`src/rtl/wb_arb_pkg.sv`:
```
// Shared Wishbone bus widths and arbiter FSM encoding.
package wb_arb_pkg;

  localparam int WB_ADR_W = 10;  // word address, bits [11:2] of the byte address
  localparam int WB_SEL_W = 4;
  localparam int WB_DAT_W = 32;

  typedef enum logic [1:0] {
    IDLE,     // no owner, waiting for any cyc
    OWN,      // granted master drives the slave port
    TMO_ERR,  // one-cycle err to the owner after a watchdog abort
    DRAIN     // slave cut off, waiting for the owner to drop cyc
  } arb_state_e;

endpackage

```
`src/rtl/wb_rr_picker.sv`:
```
// Rotating-priority encoder: picks the first requester after the last grant.
module wb_rr_picker #(
  parameter int NUM_MASTERS = 4,
  parameter int IDX_W       = $clog2(NUM_MASTERS)
) (
  input  logic [NUM_MASTERS-1:0] req,
  input  logic [IDX_W-1:0]       last,
  output logic [NUM_MASTERS-1:0] gnt,
  output logic [IDX_W-1:0]       idx
);

  // Scan from farthest to nearest so the nearest requester after last wins.
  always_comb begin
    int k;
    // NOTE: every output gets a default before any branch, so no path can leave it unassigned and infer a latch.
    gnt = '0;
    idx = '0;
    k   = 0;
    for (int off = NUM_MASTERS; off >= 1; off--) begin
      k = int'(last) + off;
      if (k >= NUM_MASTERS) k = k - NUM_MASTERS;
      if (req[IDX_W'(k)]) begin
        gnt = NUM_MASTERS'(1) << k;
        idx = IDX_W'(k);
      end
    end
  end

endmodule

```
`src/rtl/wb_rr_arbiter.sv`:
```
// Round-robin Wishbone arbiter: N masters share one slave port, with a
// watchdog that aborts a stalled transfer by returning err to its owner.
module wb_rr_arbiter
  import wb_arb_pkg::*;
#(
  parameter int NUM_MASTERS = 4,
  parameter int TIMEOUT     = 255
) (
  input  logic                            wb_clk_i,
  input  logic                            wb_rst_i,
  input  logic [NUM_MASTERS-1:0]          m_cyc_i,
  input  logic [NUM_MASTERS-1:0]          m_stb_i,
  input  logic [NUM_MASTERS-1:0]          m_we_i,
  input  logic [NUM_MASTERS*WB_ADR_W-1:0] m_adr_i,
  input  logic [NUM_MASTERS*WB_SEL_W-1:0] m_sel_i,
  input  logic [NUM_MASTERS*WB_DAT_W-1:0] m_dat_i,
  output logic [WB_DAT_W-1:0]             m_dat_o,
  output logic [NUM_MASTERS-1:0]          m_ack_o,
  output logic [NUM_MASTERS-1:0]          m_err_o,
  output logic [NUM_MASTERS-1:0]          gnt_o,
  output logic                            s_cyc_o,
  output logic                            s_stb_o,
  output logic                            s_we_o,
  output logic [WB_ADR_W-1:0]             s_adr_o,
  output logic [WB_SEL_W-1:0]             s_sel_o,
  output logic [WB_DAT_W-1:0]             s_dat_o,
  input  logic [WB_DAT_W-1:0]             s_dat_i,
  input  logic                            s_ack_i,
  input  logic                            s_err_i
);

  localparam int IDX_W = $clog2(NUM_MASTERS);
  // Width still 1 when the watchdog is disabled so the register stays legal.
  localparam int CNT_W = (TIMEOUT > 0) ? $clog2(TIMEOUT + 1) : 1;
  localparam logic [CNT_W-1:0] TMO_VAL  = CNT_W'(TIMEOUT);
  localparam logic [CNT_W-1:0] CNT_MAX  = '1;
  localparam logic [IDX_W-1:0] LAST_RST = IDX_W'(NUM_MASTERS - 1);

  arb_state_e               state_q, state_d;
  logic [NUM_MASTERS-1:0]   gnt_q, gnt_d;
  logic [IDX_W-1:0]         idx_q, idx_d;
  logic [IDX_W-1:0]         last_q, last_d;
  logic [CNT_W-1:0]         cnt_q, cnt_d;
  logic [CNT_W-1:0]         cnt_inc;
  logic [NUM_MASTERS-1:0]   pick_gnt;
  logic [IDX_W-1:0]         pick_idx;
  logic                     own;
  logic                     cyc_g;
  logic                     stb_g;
  logic                     stall;

  // Per-master views of the packed buses so the mux can index by grant.
  logic [WB_ADR_W-1:0] adr_a [NUM_MASTERS];
  logic [WB_SEL_W-1:0] sel_a [NUM_MASTERS];
  logic [WB_DAT_W-1:0] dat_a [NUM_MASTERS];

  for (genvar k = 0; k < NUM_MASTERS; k++) begin : g_unpack
    assign adr_a[k] = m_adr_i[k*WB_ADR_W +: WB_ADR_W];
    assign sel_a[k] = m_sel_i[k*WB_SEL_W +: WB_SEL_W];
    assign dat_a[k] = m_dat_i[k*WB_DAT_W +: WB_DAT_W];
  end

  wb_rr_picker #(
    .NUM_MASTERS (NUM_MASTERS),
    .IDX_W       (IDX_W)
  ) u_picker (
    .req  (m_cyc_i),
    .last (last_q),
    .gnt  (pick_gnt),
    .idx  (pick_idx)
  );

  assign own     = (state_q == OWN);
  assign cyc_g   = m_cyc_i[idx_q];
  assign stb_g   = m_stb_i[idx_q];
  assign stall   = stb_g & ~s_ack_i & ~s_err_i;
  assign cnt_inc = (cnt_q == CNT_MAX) ? cnt_q : cnt_q + CNT_W'(1);

  // State register plus grant, last-grant pointer and watchdog count.
  always_ff @(posedge wb_clk_i or posedge wb_rst_i) begin
    if (wb_rst_i) begin
      state_q <= IDLE;
      gnt_q   <= '0;
      idx_q   <= '0;
      last_q  <= LAST_RST;
      cnt_q   <= '0;
    end else begin
      // NOTE: non-blocking so every register samples pre-edge values; blocking here would make results depend on statement order.
      state_q <= state_d;
      gnt_q   <= gnt_d;
      idx_q   <= idx_d;
      last_q  <= last_d;
      cnt_q   <= cnt_d;
    end
  end

  // Next-state logic: grant, hold while cyc stays high, watchdog abort.
  always_comb begin
    state_d = state_q;
    gnt_d   = gnt_q;
    idx_d   = idx_q;
    last_d  = last_q;
    cnt_d   = '0;
    if (state_q != IDLE && !cyc_g) begin
      // Owner released: it becomes lowest priority for the next round.
      state_d = IDLE;
      gnt_d   = '0;
      last_d  = idx_q;
    end else begin
      case (state_q)
        IDLE: begin
          if (|m_cyc_i) begin
            state_d = OWN;
            gnt_d   = pick_gnt;
            idx_d   = pick_idx;
          end
        end
        OWN: begin
          // An ack/err in the cycle the count would hit TIMEOUT clears stall.
          if (stall) begin
            cnt_d = cnt_inc;
            if (TIMEOUT != 0 && cnt_inc == TMO_VAL) begin
              state_d = TMO_ERR;
              cnt_d   = '0;
            end
          end
        end
        TMO_ERR: state_d = DRAIN;
        DRAIN:   state_d = DRAIN;
        default: state_d = IDLE;
      endcase
    end
  end

  // Route slave ack/err to the owner; an abort forces a single err cycle.
  always_comb begin
    m_ack_o = '0;
    m_err_o = '0;
    case (state_q)
      OWN: begin
        m_ack_o = gnt_q & {NUM_MASTERS{s_ack_i}};
        m_err_o = gnt_q & {NUM_MASTERS{s_err_i}};
      end
      TMO_ERR: m_err_o = gnt_q;
      default: ;
    endcase
  end

  // The slave only sees the owner while in OWN; everything is zero otherwise.
  assign s_cyc_o = own & cyc_g;
  assign s_stb_o = own & stb_g;
  assign s_we_o  = own & m_we_i[idx_q];
  assign s_adr_o = own ? adr_a[idx_q] : '0;
  assign s_sel_o = own ? sel_a[idx_q] : '0;
  assign s_dat_o = own ? dat_a[idx_q] : '0;
  assign m_dat_o = s_dat_i;
  assign gnt_o   = gnt_q;

endmodule

```
`config.mk`:
```
export PLATFORM = sky130hd
export DESIGN_NAME = wb_rr_arbiter
export DESIGN_NICKNAME = d
export VERILOG_FILES = /design/src/rtl/wb_arb_pkg.sv /design/src/rtl/wb_rr_picker.sv /design/src/rtl/wb_rr_arbiter.sv
export SDC_FILE = /design/constraint.sdc
export NUM_CORES = 1
export LEC_CHECK = 0
export BUFFER_PORTS_ARGS = -buffer_cell sky130_fd_sc_hd__buf_2
export CAP_MARGIN = 25
export CORE_AREA = 2 2 124 126
export DETAILED_ROUTE_END_ITERATION = 8
export DIE_AREA = 0 0 126 128
export MAX_ROUTING_LAYER = met4
export PLACE_DENSITY = 0.6
export SETUP_SLACK_MARGIN = 0.4
export SYNTH_ARGS = -nofsm -noshare
export SYNTH_HDL_FRONTEND = slang
export SYNTH_SLANG_ARGS = --single-unit
```
`constraint.sdc`:
```
create_clock -name wb_clk_i -period 4.8 [get_ports wb_clk_i]
set_input_delay 0.96 -clock wb_clk_i [delete_from_list [all_inputs] [get_ports wb_clk_i]]
set_output_delay 0.96 -clock wb_clk_i [all_outputs]
set_load 0.05 [all_outputs]
```
# Word-level counts from Yosys, hierarchy flattened

Index checks and enable logic that the tools add are counted.

Bits in read-only memories: 0
Bits in latches: 0
Memories: 0
Memory bits (writable): 0
Logic and storage cells: 115
Bits of input ports: 232
Output and inout bits: 93
Register bits: 18

Add/sub/neg operators: 9
Multiplexer cells: 57
Shift operators: 4
Multiply operators: 0
Order comparisons: 10
Bitwise operators: 11
Reduce and logical (&&, ||, !) cells: 11
Divide/modulo/power cells: 0
Equal/unequal tests: 8

Operators with widths:

| operator                | number |
|---|---|
| $mux W32                | 7 |
| $ge A32 B4 Y1 const B   | 4 |
| $shl A1 B32 Y4 const A  | 4 |
| $sub A32 B4 Y32 const B | 4 |
| $bmux W32 S2            | 1 |
| $mux W4                 | 11 |
| $mux W8                 | 5 |
| $mux W10                | 3 |
| $bmux W10 S2            | 1 |
| $eq A8 B8 Y1 const B    | 2 |
| $lt A2 B4 Y1 const B    | 4 |
| $mux W2                 | 8 |
| $bmux W1 S2             | 7 |
| $mux W1                 | 11 |
| $add A8 B1 Y8 const B   | 1 |
| $and A4 B4 Y4           | 2 |
| $bmux W4 S2             | 1 |
| $pmux W4 S2             | 1 |
| $add A2 B2 Y3 const B   | 2 |
| $ne A3 B1 Y1 const B    | 2 |
| $pmux W2 S3             | 1 |
| $reduce_and A3 Y1       | 2 |
| $reduce_bool A2 Y1      | 3 |
| $and A1 B1 Y1           | 5 |
| other kinds (15)        | 18 |

# Logic depth before layout (Yosys ltp)

Depth after elaboration: 13
Gate-level depth with buffers: 9
Mapped depth without buffers: 8

# Cells and area by module

Synthesis repeated with hierarchy kept, for this count alone.

Cell total of the unflattened synthesis: 325
Area total of the unflattened synthesis: 3275.6 µm²

By module, submodules not included:

| module        | area each (µm²) | cells an instance | instances |
|---|---|---|---|
| wb_rr_arbiter | 2819.0          | 266               | 1 |
| wb_rr_picker  | 456.7           | 59                | 1 |

# Worst setup path after synthesis

Ideal clock, no wire load.

Path kind: register to output
Start: reg idx_q[0]
End: out s_dat_o[21]
Path slack: 1976 ps
Path buffers: 3
Arrival: 1864 ps
Cell stages (with the launch flop): 6
Path through: dfrtp_1 > buf_4 > buf_2 > buf_2 > mux4_2 > and2_1

Cells in the longest elaborated chain, start to end: 5

Ends and longest elaborated chain:

| what                                        | RTL line             | source |
|---|---|---|
| start, declared                             | wb_rr_arbiter.sv:41  | `logic [IDX_W-1:0] idx_q, idx_d;` |
| start signal, assigned                      | wb_rr_arbiter.sv:91  | `idx_q <= idx_d;` |
| $not A2 Y3 (implied by the code)            | wb_rr_arbiter.sv:155 | `assign s_dat_o = own ? dat_a[idx_q] : '0;` |
| $bmux W32 S2                                | wb_rr_arbiter.sv:155 |  |
| $mux W32 (implied by the code) (2 in a row) | wb_rr_arbiter.sv:155 |  |
| $mux W32                                    | wb_rr_arbiter.sv:155 |  |
| end, declared                               | wb_rr_arbiter.sv:26  | `output logic [WB_DAT_W-1:0] s_dat_o,` |

No other way between the ends. The select of a mux whose other input is x is not followed.

# Worst setup path in the final report

Start: reg state_q[1]
End: out m_err_o[2]

Cells in the longest elaborated chain, start to end: 2
Elaborated cells on any way between the ends: 3

Ends and longest elaborated chain:

| what                                         | RTL line             | source |
|---|---|---|
| start, declared                              | wb_rr_arbiter.sv:39  | `arb_state_e state_q, state_d;` |
| start signal, assigned                       | wb_rr_arbiter.sv:89  | `state_q <= state_d;` |
| $eq A2 B2 Y1 or $eq A2 B1 Y1 (tied branches) | wb_rr_arbiter.sv:139 | `case (state_q)` |
| $pmux W4 S2 *                                | wb_rr_arbiter.sv:139 |  |
| end, declared                                | wb_rr_arbiter.sv:19  | `output logic [NUM_MASTERS-1:0] m_err_o,` |

Every way passes the cells marked *; elsewhere a longest branch is shown, timed or not.

==> impl_metrics.ini <==
[critical_path]
reg2reg_from = last_q[0]
required_ps = 3840
slowest_delay_ps = 750
r2r_end = idx_q[0]
end_kind = primary output
criticalPathCategory = flop to primary output
r2r_cells = 5
r2r_slack_ps = 2270
cp-start-kind = flop
worst-path-max-fanout = 55
slowest_stage = ha_2
crit_arrival_ps = 2300
crit_path_cell_trace = inv_1 -> ha_2 -> a21oi_1 -> nor2b_1 -> and2_1 -> buf_2

[detailed_routing]
drt_first_pass_iters = 4
vias = 3392
wl_per_cell_um = 18.4
wl_um = 13000
routed_via_density = 4.78
dr_wl_met2_um = 6450
wl_met1_um = 5350
wl_met3_um = 1190
ant_nets = 0
drt_iter0_drc = 118
top_layer_used = met4
drcViolationCount = 0

[placed_design]
dp_cells = 702
dp_hpwl_um = 11200
gp_congestion = 0.844
port_buffers = 260

[grt]
antenna_found_initial = 3
grt_pass1_vias = 3243
overflow = 0
grt_usage = 0.149
grt_pass1_wl_um = 18300
grt_max_degree = 56

[clock_network]
cts_root_buf = clkbuf_16
hold_buffers = 0
cts.path.max_buffers = 2
post_cts_buffers = 0
htreeDepth = 1
cts_buffers = 3
clock_latency_ps = 250
cts_tree = done
post_cts_resized = 0
cts_sinks = 18
path_clk_slew_ps = 50

[yosys]
syn-cell-area_um2 = 3250
synth_top_family_by_area = multiplexers
synth_adder_area_share = 0.0462
syn_area_per_cell_um2 = 10.5
synth_compound_area_frac = 0.106
yosys.area_share.simple = 0.206
syn-num-nets = 554
synthXorXnorAreaFrac = 0.00539
synth.area.mux_share = 0.376
async_reset_ff_frac = 1.00
ys_ff_latch = 18
synth_flop_cell = dfrtp_1
ys_types = 50
synth_edf_count = 0
ys_warn_count = 0
postSynthCellCount = 310
yosysSeqAreaShare = 0.139

[pwr]
ir_drop_mv = 0.345
powerDensity_nw_per_um2 = 588
p_leak_nw = 2.23

[timing]
hold-worst-slack_ps = 525
rsz0062_at_grt = false
max_freq_ghz = 0.307
tightest_slew_ps = 865
maxSlewViolCount = 0
final-setup-viol-count = 0
hold_viol = 0
finalClockSkew_ps = 2.12
setup_tns_ps = 0
period_minus_slack_ps = 3260
post-route-period-util = 0.679
max-slew-margin-rel = 0.424

[layout]
fin_cells = 709
seq_area_um2 = 458
area_growth_syn_to_layout_pct = 40.5
n_fill_cell = 1630
drive_above_1_share = 0.651
multiInputGateArea_um2 = 2410
num-nets-final = 764

[floorplanning]
die-width_um = 126
pin_count = 325
die_area_um2 = 16100
core_area_um2 = 14900
rows = 45
start_util = 0.219
die_height_um = 128

[hold_path]
hold_path_end = state_q[0]
whs_path_depth = 1
holdCritPathClass = flop to flop
worstHoldStart = state_q[0]

[outcome]
status = finished, final reports clean

[job]
cap_viol_max_count = 0
-- per-layer routing --
| layer | track usage | vias up |
|---|---|---|
| met2 | 0.252 | 179 |
| met4 | 0.00711 | 0 |
| li1 | - | 1566 |
| met5 | - | - |
| met1 | 0.189 | 1641 |
| met3 | 0.0409 | 6 |
-- stage by stage --
stage                     area, um^2  setup slack [ps]  utilization  power [mW]
after floorplan                 3250              1980            -        2.07
after global placement          4420              1630        0.298        2.49
after detailed placement        4440              1630        0.299        2.50
after CTS                       4530              1360        0.305        2.69
after global routing            4560              1280        0.307        2.85
final                           4560              1540        0.307        2.68
-- critical path, delay by kind of cell, from the launching register on --
kind | cells | cell delay (ps)
buffers and inverters | 2 | 360
adder cells (fa/ha/maj) | 1 | 750
AND/OR/NAND/NOR | 2 | 390
AO/OA/AOI/OAI | 1 | 130
flip-flops | 1 | 410
-- report_power, final --
part           switching, mW  internal [mW]
combinational           1.38          0.832
clock                 0.0589          0.127
sequential            0.0893          0.197
-- registers in the layout, indices dropped and copies added (netlist names) --
name / flops
gnt_o: 4
state_q: 2
idx_q: 2
cnt_q: 8
last_q: 2
-- final cells by class --
class | instances | share of cell area
multi-input cells | 229 | 0.527
well taps | 188 | 0.0515
clock buffers | 4 | 0.0195
flip-flops and latches | 18 | 0.100
diodes | 2 | 0.00110
inverters | 6 | 0.00493
repair buffers | 262 | 0.296
-- cell usage after synthesis (2+ instances only) --
master | n | area [um^2]
nor2b_1 | 5 | 31.3
and3_1 | 6 | 37.5
mux4_2 | 52 | 1170
a32oi_1 | 4 | 35.0
and2_1 | 53 | 332
nand2b_1 | 3 | 18.8
buf_2 | 7 | 35.0
clkbuf_1 | 14 | 52.6
buf_6 | 3 | 33.8
nand4_1 | 4 | 25.0
dfrtp_1 | 16 | 400
buf_4 | 33 | 248
nor3b_1 | 2 | 15.0
a22o_1 | 4 | 35.0
nand2_1 | 14 | 52.6
mux2i_1 | 5 | 50.1
o21ai_0 | 9 | 45.0
dfstp_2 | 2 | 52.6
nor2_1 | 13 | 48.8
a211oi_2 | 3 | 37.5
nor3_2 | 2 | 20.0
nand3_1 | 3 | 15.0
ha_1 | 12 | 150
a31oi_1 | 3 | 18.8
a21oi_1 | 8 | 40.0
inv_1 | 6 | 22.5
-- kinds of logic after synthesis --
logic type,after synthesis
and+or+nand+nor,113
adders and majority gates,12
AOI/OAI and AO/OA,45
muxes,57
buffers and inverters,63
DFF,18
xor gates and xnor gates,2
-- placed cells by master, fill, tap and decap left out, types with 4 or more instances in the layout --
cell,netlist,routed
a21oi_1,8,8
nor2_1,13,13
nor2b_1,5,5
ha_1,12,11
a32oi_1,4,4
mux4_2,52,52
inv_1,6,6
nand4_1,4,4
a22o_1,4,4
and2_1,53,53
mux2i_1,5,5
o21ai_0,9,9
and3_1,6,6
dfrtp_1,16,14
nand2_1,14,14
buf_2,7,260
-- worst max-delay path by stage --
stage / to / startpoint
4_1_cts: s_cyc_o / idx_q[0]
3_5_place_dp: s_cyc_o / idx_q[0]
5_1_grt: m_err_o[3] / state_q[1]
6_report: m_err_o[2] / state_q[1]
3_3_place_gp: s_cyc_o / idx_q[0]
2_1_floorplan: s_dat_o[21] / idx_q[0]
(Power assumes the default switching activity.)
